<file path="config.mk">
export PLATFORM = sky130hd
export DESIGN_NAME = act_share_scheduler_flat
export DESIGN_NICKNAME = d
export VERILOG_FILES = /design/src/rtl/act_share_scheduler_if.sv /design/src/rtl/act_share_scheduler.sv /design/src/flat_wrapper.sv
export SDC_FILE = /design/constraint.sdc
export NUM_CORES = 1
export LEC_CHECK = 0
export BUFFER_PORTS_ARGS = -buffer_cell sky130_fd_sc_hd__buf_2
export CAP_MARGIN = 20
export CORE_MARGIN = 3
export CORE_UTILIZATION = 28
export CTS_BUF_LIST = sky130_fd_sc_hd__clkbuf_2
export CTS_CLUSTER_SIZE = 14
export DETAILED_ROUTE_END_ITERATION = 10
export MAX_ROUTING_LAYER = met4
export PLACE_DENSITY = 0.57
export SYNTH_ARGS = -nofsm -noshare
export SYNTH_HDL_FRONTEND = slang
export SYNTH_SLANG_ARGS = --single-unit
</file>
<file path="constraint.sdc">
create_clock -name s_axi_aclk -period 5.3 [get_ports s_axi_aclk]
set_clock_uncertainty 0.1 [all_clocks]
set_input_delay 0.265 -clock s_axi_aclk [delete_from_list [all_inputs] [get_ports s_axi_aclk]]
set_output_delay 0.265 -clock s_axi_aclk [all_outputs]
set_load 0.005 [all_outputs]
</file>
<file path="src/rtl/act_share_scheduler_if.sv">
// Bundle of neuron sum inputs and the activated-result output stream.
// master: neuron array + downstream consumer side; slave: the scheduler.
interface act_share_scheduler_if #(
    parameter int NUM_NEURONS = 8,
    parameter int DATA_WIDTH  = 16,
    parameter int IDX_WIDTH   = $clog2(NUM_NEURONS)
);
    logic [NUM_NEURONS-1:0]              sum_valid;
    logic [NUM_NEURONS*2*DATA_WIDTH-1:0] sum_data;
    logic                                act_valid;
    logic                                act_ready;
    logic [DATA_WIDTH-1:0]               act_data;
    logic [IDX_WIDTH-1:0]                act_idx;

    modport master (
        output sum_valid, sum_data, act_ready,
        input  act_valid, act_data, act_idx
    );

    modport slave (
        input  sum_valid, sum_data, act_ready,
        output act_valid, act_data, act_idx
    );
endinterface

</file>
<file path="src/rtl/act_share_scheduler.sv">
// Round-robin sharing of one truncating activation stage across neurons.
// Ports: clk/sync active-low reset, layer_clear, bus (sums in, results out),
// layer_done pulse after NUM_NEURONS accepts, sticky overflow_err.
module act_share_scheduler #(
    parameter int NUM_NEURONS = 8,
    parameter int DATA_WIDTH  = 16,
    parameter int IDX_WIDTH   = $clog2(NUM_NEURONS)
) (
    input  logic                  s_axi_aclk,
    input  logic                  s_axi_aresetn,
    input  logic                  layer_clear,
    act_share_scheduler_if.slave  bus,
    output logic                  layer_done,
    output logic                  overflow_err
);
    localparam int SW = 2 * DATA_WIDTH;
    localparam logic [IDX_WIDTH:0]   N_EXT = (IDX_WIDTH+1)'(NUM_NEURONS);
    localparam logic [IDX_WIDTH-1:0] LAST  = IDX_WIDTH'(NUM_NEURONS - 1);

    logic [NUM_NEURONS-1:0] pending_q, pending_d;
    logic [SW-1:0]          slot_q [NUM_NEURONS];
    logic [SW-1:0]          slot_d [NUM_NEURONS];
    logic                   act_valid_q, act_valid_d;
    logic [DATA_WIDTH-1:0]  act_data_q, act_data_d;
    logic [IDX_WIDTH-1:0]   act_idx_q, act_idx_d;
    logic [IDX_WIDTH-1:0]   ptr_q, ptr_d;
    logic [IDX_WIDTH-1:0]   cnt_q, cnt_d;
    logic                   layer_done_q, layer_done_d;
    logic                   overflow_q, overflow_d;

    logic                   found;
    logic [IDX_WIDTH-1:0]   grant;
    logic [IDX_WIDTH:0]     probe;
    logic                   load;
    logic                   hs;

    // First pending index at or above ptr, wrapping to 0.
    always_comb begin
        found = 1'b0;
        grant = '0;
        probe = '0;
        for (int k = 0; k < NUM_NEURONS; k++) begin
            probe = {1'b0, ptr_q} + (IDX_WIDTH+1)'(k);
            if (probe >= N_EXT) begin
                probe = probe - N_EXT;
            end
            if (!found && pending_q[probe[IDX_WIDTH-1:0]]) begin
                found = 1'b1;
                grant = probe[IDX_WIDTH-1:0];
            end
        end
    end

    assign load = (!act_valid_q || bus.act_ready) && found;
    assign hs   = act_valid_q && bus.act_ready;

    always_comb begin
        pending_d    = pending_q;
        slot_d       = slot_q;
        act_valid_d  = act_valid_q;
        act_data_d   = act_data_q;
        act_idx_d    = act_idx_q;
        ptr_d        = ptr_q;
        cnt_d        = cnt_q;
        layer_done_d = 1'b0;
        overflow_d   = overflow_q;

        if (load) begin
            act_valid_d      = 1'b1;
            act_data_d       = slot_q[grant][SW-1 -: DATA_WIDTH];
            act_idx_d        = grant;
            pending_d[grant] = 1'b0;
            ptr_d            = (grant == LAST) ? '0 : grant + 1'b1;
        end else if (hs) begin
            act_valid_d = 1'b0;
        end

        // Capture after the grant clear so a same-edge refill stays pending.
        for (int i = 0; i < NUM_NEURONS; i++) begin
            if (bus.sum_valid[i]) begin
                if (pending_q[i] && !(load && grant == IDX_WIDTH'(i))) begin
                    overflow_d = 1'b1;
                end
                pending_d[i] = 1'b1;
                slot_d[i]    = bus.sum_data[i*SW +: SW];
            end
        end

        if (hs) begin
            if (cnt_q == LAST) begin
                cnt_d        = '0;
                layer_done_d = 1'b1;
            end else begin
                cnt_d = cnt_q + 1'b1;
            end
        end
    end

    always_ff @(posedge s_axi_aclk) begin
        if (!s_axi_aresetn || layer_clear) begin
            pending_q    <= '0;
            act_valid_q  <= 1'b0;
            act_data_q   <= '0;
            act_idx_q    <= '0;
            ptr_q        <= '0;
            cnt_q        <= '0;
            layer_done_q <= 1'b0;
            overflow_q   <= 1'b0;
            for (int i = 0; i < NUM_NEURONS; i++) begin
                slot_q[i] <= '0;
            end
        end else begin
            pending_q    <= pending_d;
            act_valid_q  <= act_valid_d;
            act_data_q   <= act_data_d;
            act_idx_q    <= act_idx_d;
            ptr_q        <= ptr_d;
            cnt_q        <= cnt_d;
            layer_done_q <= layer_done_d;
            overflow_q   <= overflow_d;
            for (int i = 0; i < NUM_NEURONS; i++) begin
                slot_q[i] <= slot_d[i];
            end
        end
    end

    assign bus.act_valid = act_valid_q;
    assign bus.act_data  = act_data_q;
    assign bus.act_idx   = act_idx_q;
    assign layer_done    = layer_done_q;
    assign overflow_err  = overflow_q;
endmodule

</file>
<file path="src/flat_wrapper.sv">
// flat-port wrapper written by rule: the top's interface ports become plain ports
module act_share_scheduler_flat 
#(
    parameter int NUM_NEURONS = 8,
    parameter int DATA_WIDTH  = 16,
    parameter int IDX_WIDTH   = $clog2(NUM_NEURONS)
)
  (s_axi_aclk, s_axi_aresetn, layer_clear, layer_done, overflow_err, bus_sum_valid, bus_sum_data, bus_act_ready, bus_act_valid, bus_act_data, bus_act_idx);
  act_share_scheduler_if #(.NUM_NEURONS(NUM_NEURONS), .DATA_WIDTH(DATA_WIDTH), .IDX_WIDTH(IDX_WIDTH)) bus_i ();
  input  logic s_axi_aclk;
  input  logic s_axi_aresetn;
  input  logic layer_clear;
  output logic layer_done;
  output logic overflow_err;
  input wire logic [$bits(bus_i.sum_valid)-1:0] bus_sum_valid;
  input wire logic [$bits(bus_i.sum_data)-1:0] bus_sum_data;
  input wire logic [$bits(bus_i.act_ready)-1:0] bus_act_ready;
  output wire logic [$bits(bus_i.act_valid)-1:0] bus_act_valid;
  output wire logic [$bits(bus_i.act_data)-1:0] bus_act_data;
  output wire logic [$bits(bus_i.act_idx)-1:0] bus_act_idx;
  assign bus_i.sum_valid = bus_sum_valid;
  assign bus_i.sum_data = bus_sum_data;
  assign bus_i.act_ready = bus_act_ready;
  assign bus_act_valid = bus_i.act_valid;
  assign bus_act_data = bus_i.act_data;
  assign bus_act_idx = bus_i.act_idx;
  act_share_scheduler #(.NUM_NEURONS(NUM_NEURONS), .DATA_WIDTH(DATA_WIDTH), .IDX_WIDTH(IDX_WIDTH)) u_core (.s_axi_aclk(s_axi_aclk), .s_axi_aresetn(s_axi_aresetn), .layer_clear(layer_clear), .bus(bus_i), .layer_done(layer_done), .overflow_err(overflow_err));
endmodule
</file>
==> impl_results.md, run 1 <==
* Final period utilization at a little under nine tenths
* Via Count at ~8000
* Sw Share at 48.0%
* All-Layer GR Usage at between 10% and 20%
* Outcome: complete, no violations
* 1st-pass router iterations at 5
* Reg2reg path depth at 15
* Largest net degree at the start of global routing at 77
* Worst endpoint required time at between 5000 and 6000 ps
* WHS Path Cells at 4
* CTS Buf Count at 17
* Clock power frac at around 11%
* CP Launch Point: u_core.ptr_q[0]
* Global placement routability congestion at roughly 0.88
* Relative slew slack at between 30 and 40%
* Violation count after the first detailed-route iteration at 440
* Synthesized area per cell at approximately 9.5 µm²
* I/O Buffers at 161
* Post-synthesis net count at 1138
* # fillers at 2775
* End-of-flow core utilization at ~43%
* Internal cell power at between 3000 and 4000 µW
* Drt via density at between 4 and 5
* Vias in the first global route at 8527
* Initial antenna violation count at 3
* Synth async-reset ratio at 0%
* Detailed Place HPWL at around 19 mm
* Post-CTS Resized at 0
* P&R area growth vs syn at 51.8%
* Reg power frac at approximately a quarter
* Row count at between 60 and 70
* # hold bufs at CTS at between 200 and 300
* Slew Limit Fails at 0
* Count of cell types in the netlist at around 70
* Share of layout cells above drive strength 1 at between 20% and 30%
* Maxcap violations at 0
* Worst Hold Class: in2reg
* Worst-path clk slew at roughly 280 ps
* First-pass GRT wire length at 46.8 mm
* Number of synthesized flops with an enable pin at 0
* Worst R2R Setup Slack at 760 ps
* RSZ-0062 raised after global routing: false
* Initial Util at about 29%
* Setup Fix Bufs, Post-CTS at 0
* IO Count at 290
* Total Die Area at between 30000 and 40000 µm²
* Clock root cell: clkbuf_2
* DRT Wirelength at between 30 and 40 mm
* Worst Hold End: u_core.cnt_q[2]
* Avg WL per Cell at 17.9 µm
* Endpoints failing hold at 0
* Area contributors post-synth: dfxtp_1, mux2i_1, nor2_1
* Fmax at about 220 MHz
* WS Path Type: reg2reg
* Post-synthesis sequential area ratio at between 40% and 50%
* Max clock buf depth at 2
* Top_reg_cell synth: dfxtp_1
* Synth area leader: dfxtp_1
* Fin Setup TNS at 0 ps
* Antenna Nets Post-Route at 0
* Net count reported at finish at about 1600
* R2R Path Start: u_core.ptr_q[0]
* Placed insts at about 1400
* Core area at about 29000 µm²
* Worst-Skew Late Latency at between 700 and 800 ps
* Peak supply drop at 0.000464 V
* Psw at between 2000 and 3000 µW
* Synth warn at 0
* TritonCTS clock tree: done
* Vert. Die Dim at between 150 and 200 µm
* Gate power share at 65.0%
* Cells after Synth at between 800 and 900
* Top cell type's share of synthesized area at 40.0%
* WP data arrival at 5080 ps
* RR Endpoint: u_core.bus.act_data[11]
* H-tree depth at 4
* Clk sink count at 164
* Startpoint types: flip-flop
* Total gr overflow at 0
* Number of synthesized register bits at between 150 and 200
* Die W at roughly 180 µm
* Lkg Pwr at around 0.0052 µW
* Clock period minus worst slack at between 4000 and 5000 ps
* Finished Layout Cells at between 1500 and 2000
* Final hold slack at roughly 220 ps
* Measured slew at the worst slew-check pin at between 900 and 1000 ps
* HP Start: bus_act_ready
* Final setup fails at 0
* Post-synthesis instance area at 8210 µm²
* Worst Setup End Kind: flip-flop
* Total Power at ~6000 µW
* Critical path fanouts, max at 12
* Post-route DRC at 0
* Power per cell area at roughly 480 nW/µm²
-- logic make-up (layout without fill, tap and decap cells) --
kind of cell	count (synthesis)	count (layout)	share of synthesized area, %
compound gates	143	143	15.7
xor+xnor	4	4	0.427
fa+ha+maj	10	10	1.52
buf+inv	78	514	4.21
flops	164	164	40.0
mux	172	172	23.1
other cells	0	3	0
simple gates	289	289	15.0
-- layer usage --
layer	up-vias	global-route usage (%)	wire [µm]
met5	-	-	0
met4	0	6.87	846
met3	44	3.22	1360
met2	225	34.0	15100
met1	3992	23.3	12700
li1	3952	-	-
-- critical path: stages, from the launching register on --
cell,delay (ps)
dfxtp_1,400
inv_2,100
ha_1,590
mux2_2,410
a221o_1,410
o32ai_4,300
a221oi_1,160
or4_4,480
a21oi_4,280
inv_4,80
buf_12,160
buf_4,130
mux2_4,300
a221oi_2,290
buf_4,180
a311oi_2,40
-- cell usage after synthesis (3+ instances only) --
| library cell | count |
|---|---|
| a211oi_1 | 7 |
| a21oi_1 | 19 |
| a221oi_1 | 9 |
| a221oi_2 | 9 |
| a22o_1 | 3 |
| a311oi_1 | 8 |
| a311oi_2 | 7 |
| a31o_2 | 17 |
| a31oi_1 | 6 |
| and2_1 | 3 |
| buf_1 | 14 |
| buf_2 | 13 |
| clkbuf_1 | 32 |
| dfxtp_1 | 164 |
| ha_1 | 10 |
| inv_1 | 10 |
| inv_2 | 3 |
| mux2_2 | 13 |
| mux2_4 | 9 |
| mux2i_1 | 140 |
| mux4_2 | 9 |
| nand2_1 | 53 |
| nand2b_1 | 6 |
| nand3_1 | 9 |
| nor2_1 | 192 |
| nor2b_1 | 4 |
| nor3_1 | 4 |
| o21ai_0 | 12 |
| o221ai_1 | 11 |
| o221ai_2 | 8 |
| or3_1 | 4 |
-- final cells by class --
cell class	instances	area, µm²	share of cell area [%]
multi-input cells	618	4600	36.9
repair buffers	468	3820	30.6
flip-flops and latches	164	3280	26.4
well taps	384	480	3.86
clock inverters	14	126	1.01
clock buffers	18	90.1	0.723
inverters	14	55.1	0.442
diodes	3	7.51	0.0603
-- per-stage QoR --
step | area [µm²] | setup WS (ps)
after detailed placement | 9560 | 812
after floorplan | 8210 | 847
after CTS | 12500 | 751
final | 12500 | 756
after global placement | 9560 | 826
after global routing | 12500 | 607
-- power groups by stage --
stage	Clock, µW	Sequential, µW	Combinational, µW
6_report	676	1430	3910
5_1_grt	754	1450	4210
4_1_cts	702	1430	3930
3_5_place_dp	0	1460	3750
3_3_place_gp	0	1450	3720
2_1_floorplan	0	1450	2260
-- registers in the layout (all words and copies together) (netlist names) --
register and flops:
u_core.slot_q 128, u_core.bus.act_data 16, u_core.pending_q 8, u_core.bus.act_idx 3
u_core.cnt_q 3, u_core.ptr_q 3, u_core.bus.act_valid 1, u_core.layer_done 1
u_core.overflow_err 1
-- layout by cell type (no fill, tap or decap), types with 4 or more instances in the layout --
cell           instances
nor3_1                 4
mux2_2                13
ha_1                  10
o221ai_2               8
dfxtp_1              164
inv_1                 10
clkbuf_2              18
a221oi_2               9
mux4_2                 9
a221oi_1               9
o21ai_0               12
nand3_1                9
a311oi_2               7
mux2_4                 9
a31oi_1                6
a311oi_1               8
dlygate4sd3_1        267
mux2i_1              140
a21oi_1               19
buf_4                 37
buf_2                161
nor2_1               192
a31o_2                17
o221ai_1              11
nand2b_1               5
or3_1                  4
a211oi_1               7
nand2_1               53
inv_6                  5
-- worst max path at each step --
| stage | depth (start not counted) | endpoint |
|---|---|---|
| 2_1_floorplan | 18 | u_core.overflow_err |
| 3_3_place_gp | 11 | u_core.bus.act_data[13] |
| 3_5_place_dp | 12 | u_core.bus.act_data[13] |
| 4_1_cts | 12 | u_core.bus.act_data[13] |
| 5_1_grt | 13 | u_core.overflow_err |
| 6_report | 15 | u_core.bus.act_data[11] |
Power figures use the tool's default switching activity.
==> inputs of run 2 (changes only) <==
- CELL_PAD_IN_SITES_DETAIL_PLACEMENT: unset -> 1
- CELL_PAD_IN_SITES_GLOBAL_PLACEMENT: unset -> 1
- PLACE_DENSITY: 0.57 -> 0.7
==> impl_results.md, run 2 (synthesized netlist as in run 1, its figures left out) <==
* Outcome: complete, no violations (unchanged)
* Worst R2R Setup Slack at 720 ps (was 760 ps)
* Most frequent cells in the layout: dlygate4sd3_1, nor2_1, dfxtp_1 (unchanged)
* Reg2reg path depth at 13 (was 15)
* WHS Path Cells at 3 (was 4)
* Top reg by flops: u_core.slot_q (unchanged)
* Die W at 177 µm (unchanged)
* Avg WL per Cell at 20.8 µm (was 17.9 µm)
* CP max-delay cell: ha_1 (unchanged)
* Placed insts at 1384 (was 1381)
* Worst endpoint required time at 5820 ps (was 5840 ps)
* WP data arrival at 5100 ps (was 5080 ps)
* Slew Limit Fails at 0 (unchanged)
* First-pass GRT wire length at 52.7 mm (was 46.8 mm)
* Crit-path cells: inv_2 -> ha_1 -> mux2i_1 -> o22ai_1 -> o32a_2 -> nor4_2 -> o32ai_4 -> inv_2 -> buf_4 -> nor2_1 -> nor2_1 -> o221ai_2 -> a311oi_1 (was inv_2 -> ha_1 -> mux2_2 -> a221o_1 -> o32ai_4 -> a221oi_1 -> or4_4 -> a21oi_4 -> inv_4 -> buf_12 -> buf_4 -> mux2_4 -> a221oi_2 -> buf_4 -> a311oi_2)
* RSZ-0062 raised after global routing: false (unchanged)
* Row count at 62 (unchanged)
* RR Endpoint: u_core.bus.act_data[15] (was u_core.bus.act_data[11])
* Vias in the first global route at 9249 (was 8527)
* Global placement routability congestion at 0.924 (was 0.882)
* Share of layout cells above drive strength 1 at 25.6% (was 24.8%)
* Clk sink count at 164 (unchanged)
* Drt via density at 5.03 (was 4.88)
* Via Count at 8341 (was 8213)
* Fmax at 218 MHz (was 220 MHz)
* Worst Hold Class: in2reg (unchanged)
* Maxcap violations at 0 (unchanged)
* Post-CTS Resized at 0 (unchanged)
* H-tree depth at 4 (unchanged)
* Psw at 3000 µW (was 2890 µW)
* R2R Path Start: u_core.ptr_q[0] (unchanged)
* Largest net degree at the start of global routing at 80 (was 77)
* Detailed Place HPWL at 19.9 mm (was 18.5 mm)
* Endpoints failing hold at 0 (unchanged)
* Relative slew slack at 36.7% (was 39.5%)
* Initial antenna violation count at 3 (unchanged)
* P&R area growth vs syn at 49.4% (was 51.8%)
* Total gr overflow at 0 (unchanged)
* Total Die Area at 31400 µm² (unchanged)
* Internal cell power at 3340 µW (was 3130 µW)
* Post-route DRC at 0 (unchanged)
* Max reg flops at 128 (unchanged)
* WS Path Type: reg2reg (unchanged)
* Largest stage delay, worst path at 600 ps (was 590 ps)
* Peak supply drop at 0.000386 V (was 0.000464 V)
* Initial Util at 28.5% (unchanged)
* # fillers at 3285 (was 2775)
* Measured slew at the worst slew-check pin at 950 ps (was 908 ps)
* Antenna Nets Post-Route at 0 (unchanged)
* Finished Layout Cells at 1657 (was 1683)
* Clock power frac at 12.0% (was 11.2%)
* HP Start: bus_sum_valid[0] (was bus_act_ready)
* Critical path fanouts, max at 30 (was 12)
* Startpoint types: flip-flop (unchanged)
* Clock root cell: clkbuf_2 (unchanged)
* Vert. Die Dim at 177 µm (unchanged)
* 1st-pass router iterations at 4 (was 5)
* Reg power frac at 22.7% (was 23.8%)
* Sw Share at 47.4% (was 48.0%)
* Violation count after the first detailed-route iteration at 453 (was 440)
* Clock period minus worst slack at 4580 ps (was 4540 ps)
* TritonCTS clock tree: done (unchanged)
* I/O Buffers at 161 (unchanged)
* Worst-path clk slew at 290 ps (was 280 ps)
* Fin Setup TNS at 0 ps (unchanged)
* Worst Path Buf+Inv at 3 (was 5)
* Final setup fails at 0 (unchanged)
* Gate power share at 65.3% (was 65.0%)
* All-Layer GR Usage at 22.5% (was 19.7%)
* Net count reported at finish at 1535 (was 1561)
* Most common cell after layout, fill and taps aside: dlygate4sd3_1 (unchanged)
* Top Family by Delay on Critical Path: compound AO/OA/AOI/OAI gates (unchanged)
* Worst Setup End Kind: flip-flop (unchanged)
* Lkg Pwr at 0.00518 µW (was 0.00522 µW)
* Final period utilization at 86.5% (was 85.7%)
* CTS Buf Count at 17 (unchanged)
* Worst Hold End: u_core.slot_q[254] (was u_core.cnt_q[2])
* Power per cell area at 517 nW/µm² (was 483 nW/µm²)
* Core area at 28800 µm² (unchanged)
* DRT Wirelength at 34.4 mm (was 30.0 mm)
* Worst-Skew Late Latency at 740 ps (was 770 ps)
* Max clock buf depth at 2 (unchanged)
* IO Count at 290 (unchanged)
==> run 2: cell type report <==
| type | count | area, µm² | share of cell area (%) |
|---|---|---|---|
| well taps | 384 | 480 | 3.92 |
| inverters | 14 | 55.1 | 0.449 |
| diodes | 3 | 7.51 | 0.0612 |
| multi-input cells | 618 | 4600 | 37.5 |
| flip-flops and latches | 164 | 3280 | 26.8 |
| clock inverters | 12 | 155 | 1.27 |
| repair buffers | 442 | 3580 | 29.2 |
| clock buffers | 20 | 100 | 0.816 |
==> run 2: power by group through the flow <==
stage	logic, µW	clock network [µW]	registers, µW
CTS	4090	778	1440
finish	4140	764	1440
floorplan	2260	0	1450
detailed placement	3930	0	1460
global route	4430	839	1460
global placement	3890	0	1450
==> run 2: routing by layer <==
metal	track usage (%)	part of all wire (%)	wire (µm)	vias up
li1	-	-	-	3887
met3	3.56	3.6	1230	90
met2	39.4	52	17800	237
met5	-	0	0	-
met4	11.4	5.3	1810	0
met1	24.6	40	13600	4127
==> run 2: what timing repair did <==
item                                    CTS  global route
endpoints found under the hold margin   158             0
buffers inserted                          0             0
hold buffers                            237             0
endpoints found under the setup margin    0             0
==> run 2: worst max path at each step <==
stage / from / to / slack [ps] / cells past startpoint
2_1_floorplan: u_core.ptr_q[1] / u_core.overflow_err / 850 / 18
3_3_place_gp: u_core.ptr_q[0] / u_core.bus.act_data[13] / 930 / 12
3_5_place_dp: u_core.ptr_q[0] / u_core.bus.act_data[9] / 860 / 13
4_1_cts: u_core.ptr_q[0] / u_core.bus.act_data[7] / 780 / 13
5_1_grt: u_core.ptr_q[0] / u_core.bus.act_data[15] / 390 / 13
6_report: u_core.ptr_q[0] / u_core.bus.act_data[15] / 720 / 13
==> run 2: stage by stage <==
step                      worst slack [ps]  area (µm²)  hold WS (ps)  power [µW]  utilization (%)
final                                  716       12300          95.3        6340             42.6
after global routing                   388       12300         0.981        6720             42.6
after CTS                              782       12200         0.928        6300             42.5
after detailed placement               860        9610           363        5390             33.4
after global placement                 929        9610           346        5340             33.4
after floorplan                        847        8210           305        3700                -
==> run 2: worst min-delay path: cells and delay by family <==
kind | cells | cell delay [ps]
buffers and inverters | 1 | 320
and+or+nand+nor | 1 | 80
muxes | 1 | 200
==> inputs of run 3 (changes only) <==
- ABC_AREA: unset -> 0
- BUFFER_PORTS_ARGS: -buffer_cell sky130_fd_sc_hd__buf_2 -> -buffer_cell sky130_fd_sc_hd__buf_4
- SKIP_LAST_GASP: unset -> 1
==> impl_results.md, run 3 (synthesized netlist as in run 1, its figures left out) <==
* Endpoints failing hold at 0 (unchanged)
* Net count reported at finish at 1569 (was 1535)
* Final period utilization at 86.5% (about the same)
* Row count at 62 (unchanged)
* Core area at 28800 µm² (unchanged)
* Drt via density at 5.07 (was 5.03)
* Antenna Nets Post-Route at 0 (unchanged)
* WP data arrival at 5150 ps (was 5100 ps)
* Clock period minus worst slack at 4590 ps (was 4580 ps)
* Clk sink count at 164 (unchanged)
* Relative slew slack at 44.4% (was 36.7%)
* Outcome: complete, no violations (unchanged)
* 1st-pass router iterations at 4 (unchanged)
* Worst endpoint required time at 5860 ps (was 5820 ps)
* Avg WL per Cell at 21.2 µm (was 20.8 µm)
* Total Die Area at 31400 µm² (unchanged)
* H-tree depth at 4 (unchanged)
* Final hold slack at 199 ps (was 95.3 ps)
* Detailed Place HPWL at 20.0 mm (was 19.9 mm)
* Max reg flops at 128 (unchanged)
* Power per cell area at 482 nW/µm² (was 517 nW/µm²)
* Largest net degree at the start of global routing at 65 (was 80)
* Fmax at 218 MHz (about the same)
* Fin Setup TNS at 0 ps (unchanged)
* Via Count at 8593 (was 8341)
* Worst Setup End Kind: flip-flop (unchanged)
* Final setup fails at 0 (unchanged)
* Top reg by flops: u_core.slot_q (unchanged)
* Worst-Skew Late Latency at 780 ps (was 740 ps)
* Multi-input logic area at 4600 µm² (unchanged)
* Initial antenna violation count at 6 (was 3)
* Startpoint types: flip-flop (unchanged)
* Measured slew at the worst slew-check pin at 832 ps (was 950 ps)
* Global placement routability congestion at 0.830 (was 0.924)
* Vias in the first global route at 9488 (was 9249)
* # fillers at 3268 (was 3285)
* IO Count at 290 (unchanged)
* Peak supply drop at 0.000298 V (was 0.000386 V)
* Worst-path clk slew at 300 ps (was 290 ps)
* Post-CTS Resized at 0 (unchanged)
* Lkg Pwr at 0.00539 µW (was 0.00518 µW)
* Post-route DRC at 0 (unchanged)
* CTS Buf Count at 17 (unchanged)
* Maxcap violations at 0 (unchanged)
* Vert. Die Dim at 177 µm (unchanged)
* Largest stage delay, worst path at 670 ps (was 600 ps)
* Max clock buf depth at 2 (unchanged)
* Critical path fanouts, max at 34 (was 30)
* Worst Hold Class: in2reg (unchanged)
* Slew Limit Fails at 0 (unchanged)
* Share of layout cells above drive strength 1 at 24.7% (was 25.6%)
* Clock root cell: clkbuf_2 (unchanged)
* Die W at 177 µm (unchanged)
* P&R area growth vs syn at 57.5% (was 49.4%)
* Initial Util at 28.5% (unchanged)
* Reg area at 3280 µm² (unchanged)
* First-pass GRT wire length at 55.1 mm (was 52.7 mm)
* DRT Wirelength at 36.0 mm (was 34.4 mm)
* Most common cell after layout, fill and taps aside: dlygate4sd3_1 (unchanged)
* Crit-path cells: inv_2 -> ha_1 -> mux2i_1 -> buf_4 -> mux4_2 -> o2111ai_1 -> nor3_1 -> o32ai_4 -> buf_12 -> buf_4 -> nor2_1 -> nor2_1 -> o221ai_2 -> a311oi_1 (was inv_2 -> ha_1 -> mux2i_1 -> o22ai_1 -> o32a_2 -> nor4_2 -> o32ai_4 -> inv_2 -> buf_4 -> nor2_1 -> nor2_1 -> o221ai_2 -> a311oi_1)
* Violation count after the first detailed-route iteration at 421 (was 453)
* Most frequent cells in the layout: dlygate4sd3_1, buf_4, nor2_1 (was dlygate4sd3_1, nor2_1, dfxtp_1)
* RSZ-0062 raised after global routing: false (unchanged)
* CP max-delay cell: ha_1 (unchanged)
* Total gr overflow at 0 (unchanged)
* I/O Buffers at 161 (unchanged)
* All-Layer GR Usage at 23.5% (was 22.5%)
* WS Path Type: reg2reg (unchanged)
* TritonCTS clock tree: done (unchanged)
## run 3: cell count changes in the layout (fill, tap and decap cells not counted), sizes merged, moves of 3 or more
cell,previous run,this run
bufinv,3,0
inv,15,19
dlygate4sd3,237,275
buf,205,201
diode,3,6
## run 3: worst max-delay path: cells and delay by family (launching register included)
kind	cells	cell delay (ps)
adders and majority gates	1	670
muxes	2	770
AOI/OAI and AO/OA	4	990
buffers and inverters	4	910
and+or+nand+nor	3	650
DFF	1	400
## run 3: final timing paths
check	startpoint	to	slack, ps	depth (start not counted)
worst min-delay path	bus_act_ready	u_core.cnt_q[2]	200	4
worst min register to register	u_core.cnt_q[2]	u_core.cnt_q[2]	390	2
worst max-delay path	u_core.ptr_q[0]	u_core.bus.act_data[15]	710	14
worst max register to register	u_core.ptr_q[0]	u_core.bus.act_data[15]	710	14
## run 3: routing by layer
| metal | vias up | part of all wire (%) | global-route usage (%) |
|---|---|---|---|
| met5 | - | 0 | - |
| met3 | 92 | 4.1 | 4.42 |
| met1 | 4303 | 39 | 25.2 |
| li1 | 3957 | - | - |
| met4 | 0 | 4.8 | 11.1 |
| met2 | 241 | 52 | 41.6 |
## run 3: repair_timing
action / in CTS / in global routing
buffers inserted: 0 / 0
hold buffers: 275 / 0
endpoints found under the hold margin: 159 / 0
setup endpoints to repair: 0 / 0
## run 3: stage by stage
| step | utilization, % | cell area, µm² | power [µW] | setup WS [ps] | std cells |
|---|---|---|---|---|---|
| after CTS | 44.9 | 12900 | 6160 | 734 | 1688 |
| after global placement | 34.6 | 9970 | 5290 | 771 | 1381 |
| after detailed placement | 34.6 | 9970 | 5340 | 752 | 1381 |
| final | 44.9 | 12900 | 6230 | 713 | 1694 |
| after global routing | 44.9 | 12900 | 6580 | 443 | 1694 |
| after floorplan | - | 8210 | 3700 | 847 | 860 |
## run 3: report_power, final
part	switching (µW)	internal, µW	total [µW]
Sequential	95.1	1350	1450
Clock	509	135	644
Combinational	2440	1700	4140
## run 3: cell type report
cell class                      count  area share, %
Antenna cell                        6          0.116
Clock buffer                       19          0.736
Clock inverter                     13          0.765
Inverter                           14          0.426
Multi-Input combinational cell    618           35.6
Sequential cell                   164           25.4
Tap cell                          384           3.72
Timing Repair Buffer              476           33.3
